File: src/rtl/pc_fetch_ctrl_if.sv
// Fetch-stage bus between the hazard/decode side and the PC sequencer.
// master drives stall/redirect/memory-ready; slave is the sequencer itself.
interface pc_fetch_ctrl_if;
  logic        stall;
  logic        branch_taken;
  logic [31:0] branch_target;
  logic        jump;
  logic [31:0] jump_target;
  logic        imem_ready;
  logic [31:0] pc_out;
  logic [31:0] pc_plus4;
  logic        imem_req;
  logic        fetch_valid;
  logic        if_flush;
  logic [31:0] fetch_count;
  logic        misalign_err;

  modport master (
    output stall, branch_taken, branch_target, jump, jump_target, imem_ready,
    input  pc_out, pc_plus4, imem_req, fetch_valid, if_flush, fetch_count, misalign_err
  );

  modport slave (
    input  stall, branch_taken, branch_target, jump, jump_target, imem_ready,
    output pc_out, pc_plus4, imem_req, fetch_valid, if_flush, fetch_count, misalign_err
  );
endinterface

File: src/rtl/pc_fetch_ctrl.sv
// Fetch-stage PC sequencer: sequential/branch/jump next-PC select, stall hold, redirect buffering.
// Optional PC_ALIGN_CHECK_EN: drop misaligned redirects and flag them in a sticky misalign_err.
module pc_fetch_ctrl #(
  parameter logic [31:0] RESET_PC = 32'h0000_0000
) (
  input logic           clock,
  input logic           reset,
  pc_fetch_ctrl_if.slave bus
);

  typedef enum logic {BOOT, RUN} state_t;

  state_t      state_q, state_d;
  logic        run;
  logic        redir_req;
  logic        redir;
  logic [31:0] raw_target;
  logic [31:0] redir_target;
  logic        accept;
  logic [31:0] next_pc;

  logic [31:0] pc_p0;
  logic [31:0] pend_target_p0;
  logic        pend_valid_p0;
  logic [31:0] fetch_count_p0;

  assign redir_req  = bus.jump | bus.branch_taken;
  assign raw_target = bus.jump ? bus.jump_target : bus.branch_target;

`ifdef PC_ALIGN_CHECK_EN
  logic misalign;
  logic err_p0;

  assign misalign     = redir_req & (raw_target[1:0] != 2'b00);
  assign redir        = redir_req & ~misalign;
  assign redir_target = raw_target;

  always_ff @(posedge clock or negedge reset) begin
    if (!reset)        err_p0 <= 1'b0;
    else if (misalign) err_p0 <= 1'b1;
  end

  assign bus.misalign_err = err_p0;
`else
  assign redir            = redir_req;
  assign redir_target     = raw_target & ~32'h0000_0003;
  assign bus.misalign_err = 1'b0;
`endif

  always_ff @(posedge clock or negedge reset) begin
    if (!reset) state_q <= BOOT;
    else        state_q <= state_d;
  end

  always_comb begin
    state_d = state_q;
    run     = 1'b0;
    unique case (state_q)
      BOOT: state_d = RUN;
      RUN:  run     = 1'b1;
      default: state_d = BOOT;
    endcase
  end

  assign accept = run & bus.imem_ready & ~bus.stall;

  // A fresh redirect beats a buffered one; the buffer beats sequential flow.
  always_comb begin
    next_pc = pc_p0 + 32'd4;
    if (redir)              next_pc = redir_target;
    else if (pend_valid_p0) next_pc = pend_target_p0;
  end

  // ---- stage p0: architectural PC, pending-redirect flag, retire counter
  always_ff @(posedge clock or negedge reset) begin
    if (!reset) begin
      pc_p0          <= RESET_PC;
      pend_valid_p0  <= 1'b0;
      fetch_count_p0 <= 32'd0;
    end else begin
      if (accept) begin
        pc_p0         <= next_pc;
        pend_valid_p0 <= 1'b0;
      end else if (redir) begin
        pend_valid_p0 <= 1'b1;
      end
      if (bus.fetch_valid) fetch_count_p0 <= fetch_count_p0 + 32'd1;
    end
  end

  // Target storage is qualified by pend_valid_p0, so it needs no reset.
  always_ff @(posedge clock) begin
    if (redir && !accept) pend_target_p0 <= redir_target;
  end

  assign bus.pc_out      = pc_p0;
  assign bus.pc_plus4    = pc_p0 + 32'd4;
  assign bus.imem_req    = run;
  assign bus.if_flush    = redir;
  assign bus.fetch_valid = accept & ~redir & ~pend_valid_p0;
  assign bus.fetch_count = fetch_count_p0;

endmodule

File: src/flat_wrapper.sv
// flat-port wrapper written by rule: the top's interface ports become plain ports
module pc_fetch_ctrl_flat 
#(
  parameter logic [31:0] RESET_PC = 32'h0000_0000
)
  (clock, reset, bus_stall, bus_branch_taken, bus_branch_target, bus_jump, bus_jump_target, bus_imem_ready, bus_pc_out, bus_pc_plus4, bus_imem_req, bus_fetch_valid, bus_if_flush, bus_fetch_count, bus_misalign_err);
  pc_fetch_ctrl_if bus_i ();
  input logic clock;
  input logic reset;
  input wire logic [$bits(bus_i.stall)-1:0] bus_stall;
  input wire logic [$bits(bus_i.branch_taken)-1:0] bus_branch_taken;
  input wire logic [$bits(bus_i.branch_target)-1:0] bus_branch_target;
  input wire logic [$bits(bus_i.jump)-1:0] bus_jump;
  input wire logic [$bits(bus_i.jump_target)-1:0] bus_jump_target;
  input wire logic [$bits(bus_i.imem_ready)-1:0] bus_imem_ready;
  output wire logic [$bits(bus_i.pc_out)-1:0] bus_pc_out;
  output wire logic [$bits(bus_i.pc_plus4)-1:0] bus_pc_plus4;
  output wire logic [$bits(bus_i.imem_req)-1:0] bus_imem_req;
  output wire logic [$bits(bus_i.fetch_valid)-1:0] bus_fetch_valid;
  output wire logic [$bits(bus_i.if_flush)-1:0] bus_if_flush;
  output wire logic [$bits(bus_i.fetch_count)-1:0] bus_fetch_count;
  output wire logic [$bits(bus_i.misalign_err)-1:0] bus_misalign_err;
  assign bus_i.stall = bus_stall;
  assign bus_i.branch_taken = bus_branch_taken;
  assign bus_i.branch_target = bus_branch_target;
  assign bus_i.jump = bus_jump;
  assign bus_i.jump_target = bus_jump_target;
  assign bus_i.imem_ready = bus_imem_ready;
  assign bus_pc_out = bus_i.pc_out;
  assign bus_pc_plus4 = bus_i.pc_plus4;
  assign bus_imem_req = bus_i.imem_req;
  assign bus_fetch_valid = bus_i.fetch_valid;
  assign bus_if_flush = bus_i.if_flush;
  assign bus_fetch_count = bus_i.fetch_count;
  assign bus_misalign_err = bus_i.misalign_err;
  pc_fetch_ctrl #(.RESET_PC(RESET_PC)) u_core (.clock(clock), .reset(reset), .bus(bus_i));
endmodule
File: config.mk
export PLATFORM = sky130hd
export DESIGN_NAME = pc_fetch_ctrl_flat
export DESIGN_NICKNAME = d
export VERILOG_FILES = /design/src/rtl/pc_fetch_ctrl_if.sv /design/src/rtl/pc_fetch_ctrl.sv /design/src/flat_wrapper.sv
export SDC_FILE = /design/constraint.sdc
export NUM_CORES = 1
export LEC_CHECK = 0
export BUFFER_PORTS_ARGS = -buffer_cell sky130_fd_sc_hd__buf_2
export CAP_MARGIN = 20
export CELL_PAD_IN_SITES_DETAIL_PLACEMENT = 1
export CELL_PAD_IN_SITES_GLOBAL_PLACEMENT = 1
export CORE_MARGIN = 2
export CORE_UTILIZATION = 39
export CTS_CLUSTER_SIZE = 16
export DETAILED_ROUTE_END_ITERATION = 10
export PLACE_DENSITY_LB_ADDON = 0.15
export SLEW_MARGIN = 20
export SYNTH_ARGS = -nofsm -noshare
export SYNTH_HDL_FRONTEND = slang
export SYNTH_SLANG_ARGS = --single-unit
File: constraint.sdc
create_clock -name clock -period 3.6 [get_ports clock]
set_clock_uncertainty 0.1 [all_clocks]
set_input_delay 0.18 -clock clock [delete_from_list [all_inputs] [get_ports clock]]
set_output_delay 0.18 -clock clock [all_outputs]
set_load 0.05 [all_outputs]
## Yosys cells after proc, flatten, opt, wreduce, memory -nomap -nowiden

Cells that the tools add are included.

- Register bits: 96
- Input bits: 70

- Bitwise operators: 8
- Add/sub/neg operators: 2
- Reduce and logical (&&, ||, !) cells: 3
- Multiplexer cells: 6

Operators with widths:

| operator | number |
|---|---|
| 32-bit 2-to-1 mux | 3 |
| 32-bit by 1-bit adder with 32-bit output (second input constant) | 1 |
| 32-bit by 3-bit adder with 32-bit output (second input constant) | 1 |
| 1-bit bitwise AND | 4 |
| 1-bit 2-to-1 mux | 3 |
| 1-bit inverter | 3 |
| 2-bit nonzero test | 1 |
| 1-bit logical AND | 1 |
| 1-bit logical NOT | 1 |
| 1-bit OR | 1 |

## Depth between registers and ports, before layout

- Depth in word-level cells: 5
- Gate-level depth with buffers: 9
- Mapped depth without buffers: 6

## Least setup slack after synthesis

No wires, ideal clock.

- Path kind: register to output
- Start: reg u_core.pc_p0[7], in the netlist u_core.bus.pc_out[7]
- End: out bus_pc_plus4[23]
- Buffers on the path: 1
- Arrival: 2.800 ns
- Setup slack: 0.520 ns
- Data required time: 3.320 ns
- Cell stages (with the launch flop): 6
- Path through: dfrtp_1 nand2_1 or3_1 buf_2 or4_4 xnor2_1

- Cells in the longest elaborated chain, start to end: 1

RTL lines:

| item | line | text |
|---|---|---|
| start, declared | pc_fetch_ctrl.sv:22 | `logic [31:0] pc_p0;` |
| start signal, assigned | pc_fetch_ctrl.sv:82 | `pc_p0 <= next_pc;` |
| 32-bit by 3-bit adder with 32-bit output | pc_fetch_ctrl.sv:97 | `assign bus.pc_plus4 = pc_p0 + 32'd4;` |
| end, declared | flat_wrapper.sv:17 | `output wire logic [$bits(bus_i.pc_plus4)-1:0] bus_pc_plus4;` |

Every way passes these cells.

## Worst setup path after layout

- Start: reg u_core.pc_p0[2], in the netlist u_core.bus.pc_out[2]
- End: out bus_pc_plus4[28]

The elaborated chain is that of the path after synthesis.

==> results_dict.tcl <==
set metrics [dict create \
    outcome "finished, final reports clean" \
    port_buffers 160 \
    rsz0062_at_grt "no" \
    yosys.area_share.simple_pct 18.8 \
    cp.required_ps 3320 \
    yosys_warnings 0 \
    cts_tree "done" \
    globalRouteOverflowTotal 0 \
    ant_nets 0 \
    post-cts-setup-buffer-count 0 \
    crit_type "reg2out" \
    grt_pass1_wl_um 26300 \
    routed_wl_um 16000 \
    die-area_sq_um 14400 \
    p_leak_nw 3.00 \
    core_sq_um 13200 \
    htree_levels 3 \
    cts_root_buf "clkbuf_16" \
    drt_pass1_iterations 4 \
    hold_path.class "in2reg" \
    hold_viol_final 0 \
    grt_max_degree 49 \
    drc 0 \
    synth_compound_area_share_pct 11.6 \
    rows 42 \
    slew_viol_final 0 \
    io_pins 170 \
    pre_cts_slack_ps 884 \
    tns_ps 0 \
    endpoint_kind "output port" \
    synthTopCellsByArea "dfrtp_1 31%, edfxtp_1 17%, xnor2_1 7.5%" \
    seq_area_frac_synth_pct 47.7 \
    vdd.ir_drop.worst_mv 0.342 \
    synth_top_family_by_area "simple AND/OR/NAND/NOR gates" \
    cts_inserted_buffers 9 \
    grt_usage_pct 23.3 \
    clk_latency_ps 350 \
    synth_cells 522 \
    yosys.area_share.adder_pct 0.477 \
    antenna_found_initial 0 \
    tightestPinTransition_ps 976 \
    dp_hpwl_um 11300 \
    synthFlopType "dfrtp_1" \
    vias_per_cell 5.48 \
    area_growth_pct 24.4 \
    fin_crit_ps 3070 \
    diodes 0 \
    crit_arrival_ps 2790 \
    period_share_pct 85.3 \
    setup_viol_count_final 0 \
    dr.first_iter.drc_count 276 \
    yosys.area.top_type "dfrtp_1" \
    synth_edf_count 30 \
    power.density_nw_per_um2 514 \
    cp_max_fo 10 \
    fp.dieW_um 120 \
    async_flop_share_pct 68.1 \
    globalplace.congestion 0.799 \
    synthTopCellsByCount "64 x dfrtp_1, 46 x nand3_1, 45 x xnor2_1" \
    start_util_pct 39.8 \
    wl_per_cell_um 18.7 \
    synth_area_sq_um 5250 \
    cap_violations 0 \
    synth-seq-cells 94 \
    syn_area_per_cell_sq_um 10.1 \
    synthMuxAreaShare_pct 7.39 \
    start_kind "register" \
    synth_top_area_share_pct 30.5 \
    synthMostInstantiatedCell "dfrtp_1" \
    fin_ws_ps 531 \
    grt_pass1_vias 4982 \
    post-route-util_pct 49.5 \
    layout.nets 749 \
    vias 4699 \
    dieHeight_um 120 \
    fmax_mhz 326 \
    clock_sinks 94 \
    relSlewSlack_pct 34.8 \
    synth_xor_xnor_area_share_pct 9.85 \
    power.total_w 0.00336 \
    path_clk_slew_ps 70 \
    ys_types 57 \
    drive_gt1_share_pct 33.1 \
    clockBufferDepth 2 \
]
[what timing repair did]
item / in CTS / in global routing
endpoints found under the hold margin: 21 / 0
gates resized for setup: 0 / 0
setup endpoints to repair: 0 / 0
hold buffers: 1 / 0
[path summary, 6_finish.rpt]
| kind | from | endpoint | slack, ps | cells past startpoint |
|---|---|---|---|---|
| worst max-delay path | u_core.bus.pc_out[2] | bus_pc_plus4[28] | 530 | 6 |
| worst min-delay path | bus_branch_target[26] | u_core.pend_target_p0[26] | 50 | 2 |
| worst max register to register | u_core.bus.fetch_count[0] | u_core.bus.fetch_count[28] | 850 | 6 |
| worst min register to register | u_core.bus.fetch_count[31] | u_core.bus.fetch_count[31] | 380 | 1 |
| max in group asynchronous | reset | u_core.bus.fetch_count[23] | 2370 | 3 |
| min in group asynchronous | reset | u_core.bus.pc_out[11] | 300 | 2 |
[critical path: stages (launching register included)]
cell and delay [ps]:
dfrtp_1 450, ha_1 290, nand4_1 220, nor4_4 660
nand4_1 310, xnor2_1 210, buf_2 280
[logic make-up (layout without fill, tap and decap cells)]
group                      after synthesis  after routing
xor gates and xnor gates                59             59
other                                    2              6
muxes                                   35             35
AOI/OAI and AO/OA                       92             92
DFF                                     94             94
and+or+nand+nor                        187            187
buffers and inverters                   51            207
adders and majority gates                2              2
[report_power, final]
part	leakage [nW]	total (W)	internal, W	switching (W)
logic	1.74	0.00111	0.000283	0.000826
clock network	0.133	0.000896	0.000482	0.000414
registers	1.13	0.00135	0.00121	0.000138
[flip-flops by register name (all words and copies together), names as in the netlist]
register                flops
u_core.bus.fetch_count     32
u_core.bus.pc_out          30
u_core.pend_target_p0      30
u_core.pend_valid_p0        1
u_core.state_q              1
[cell type report]
cell class,count,area (sq um)
Multi-Input combinational cell,381,2560
Inverter,18,67.6
Timing Repair Buffer,173,913
Sequential cell,94,2500
Fill cell,1548,6660
Tap cell,176,220
Clock buffer,11,243
Clock inverter,5,26.3
[per-stage QoR]
step / hold WS [ps] / cell area (sq um) / std cells
after global placement: 350 / 6220 / 839
after CTS: 39.9 / 6520 / 857
after floorplan: -216 / 5260 / 526
after global routing: 54.0 / 6530 / 858
after detailed placement: 137 / 6240 / 840
final: 49.9 / 6530 / 858
[metal layers]
metal  global-route usage [%]  up-vias  routed length (um)
met1                     31.1     2337                7140
met3                     3.66       19                 895
met5                        0        -                   0
li1                         -     2197                   -
met4                     7.43        0                 247
met2                     38.9      146                7730
[layout by cell type, fill, tap and decap left out, types with 3 or more instances in the layout]
master,n
edfxtp_1,30
inv_1,17
nand2_1,44
clkbuf_16,9
o2bb2ai_1,4
xnor2_1,45
nor3_1,9
mux2i_1,5
o21ai_0,14
nand4_1,14
nand3_1,46
nor4_1,5
a2bb2oi_1,3
nor2_1,25
buf_2,160
or3_1,3
and3_1,16
o22ai_1,10
and4_1,5
a21o_1,3
o311a_1,7
conb_1,6
xor2_1,14
buf_4,11
clkinv_2,3
dfrtp_1,64
o211ai_1,3
mux2_2,30
a21oi_1,30
Note: power is estimated with default switching activity, not from simulation.
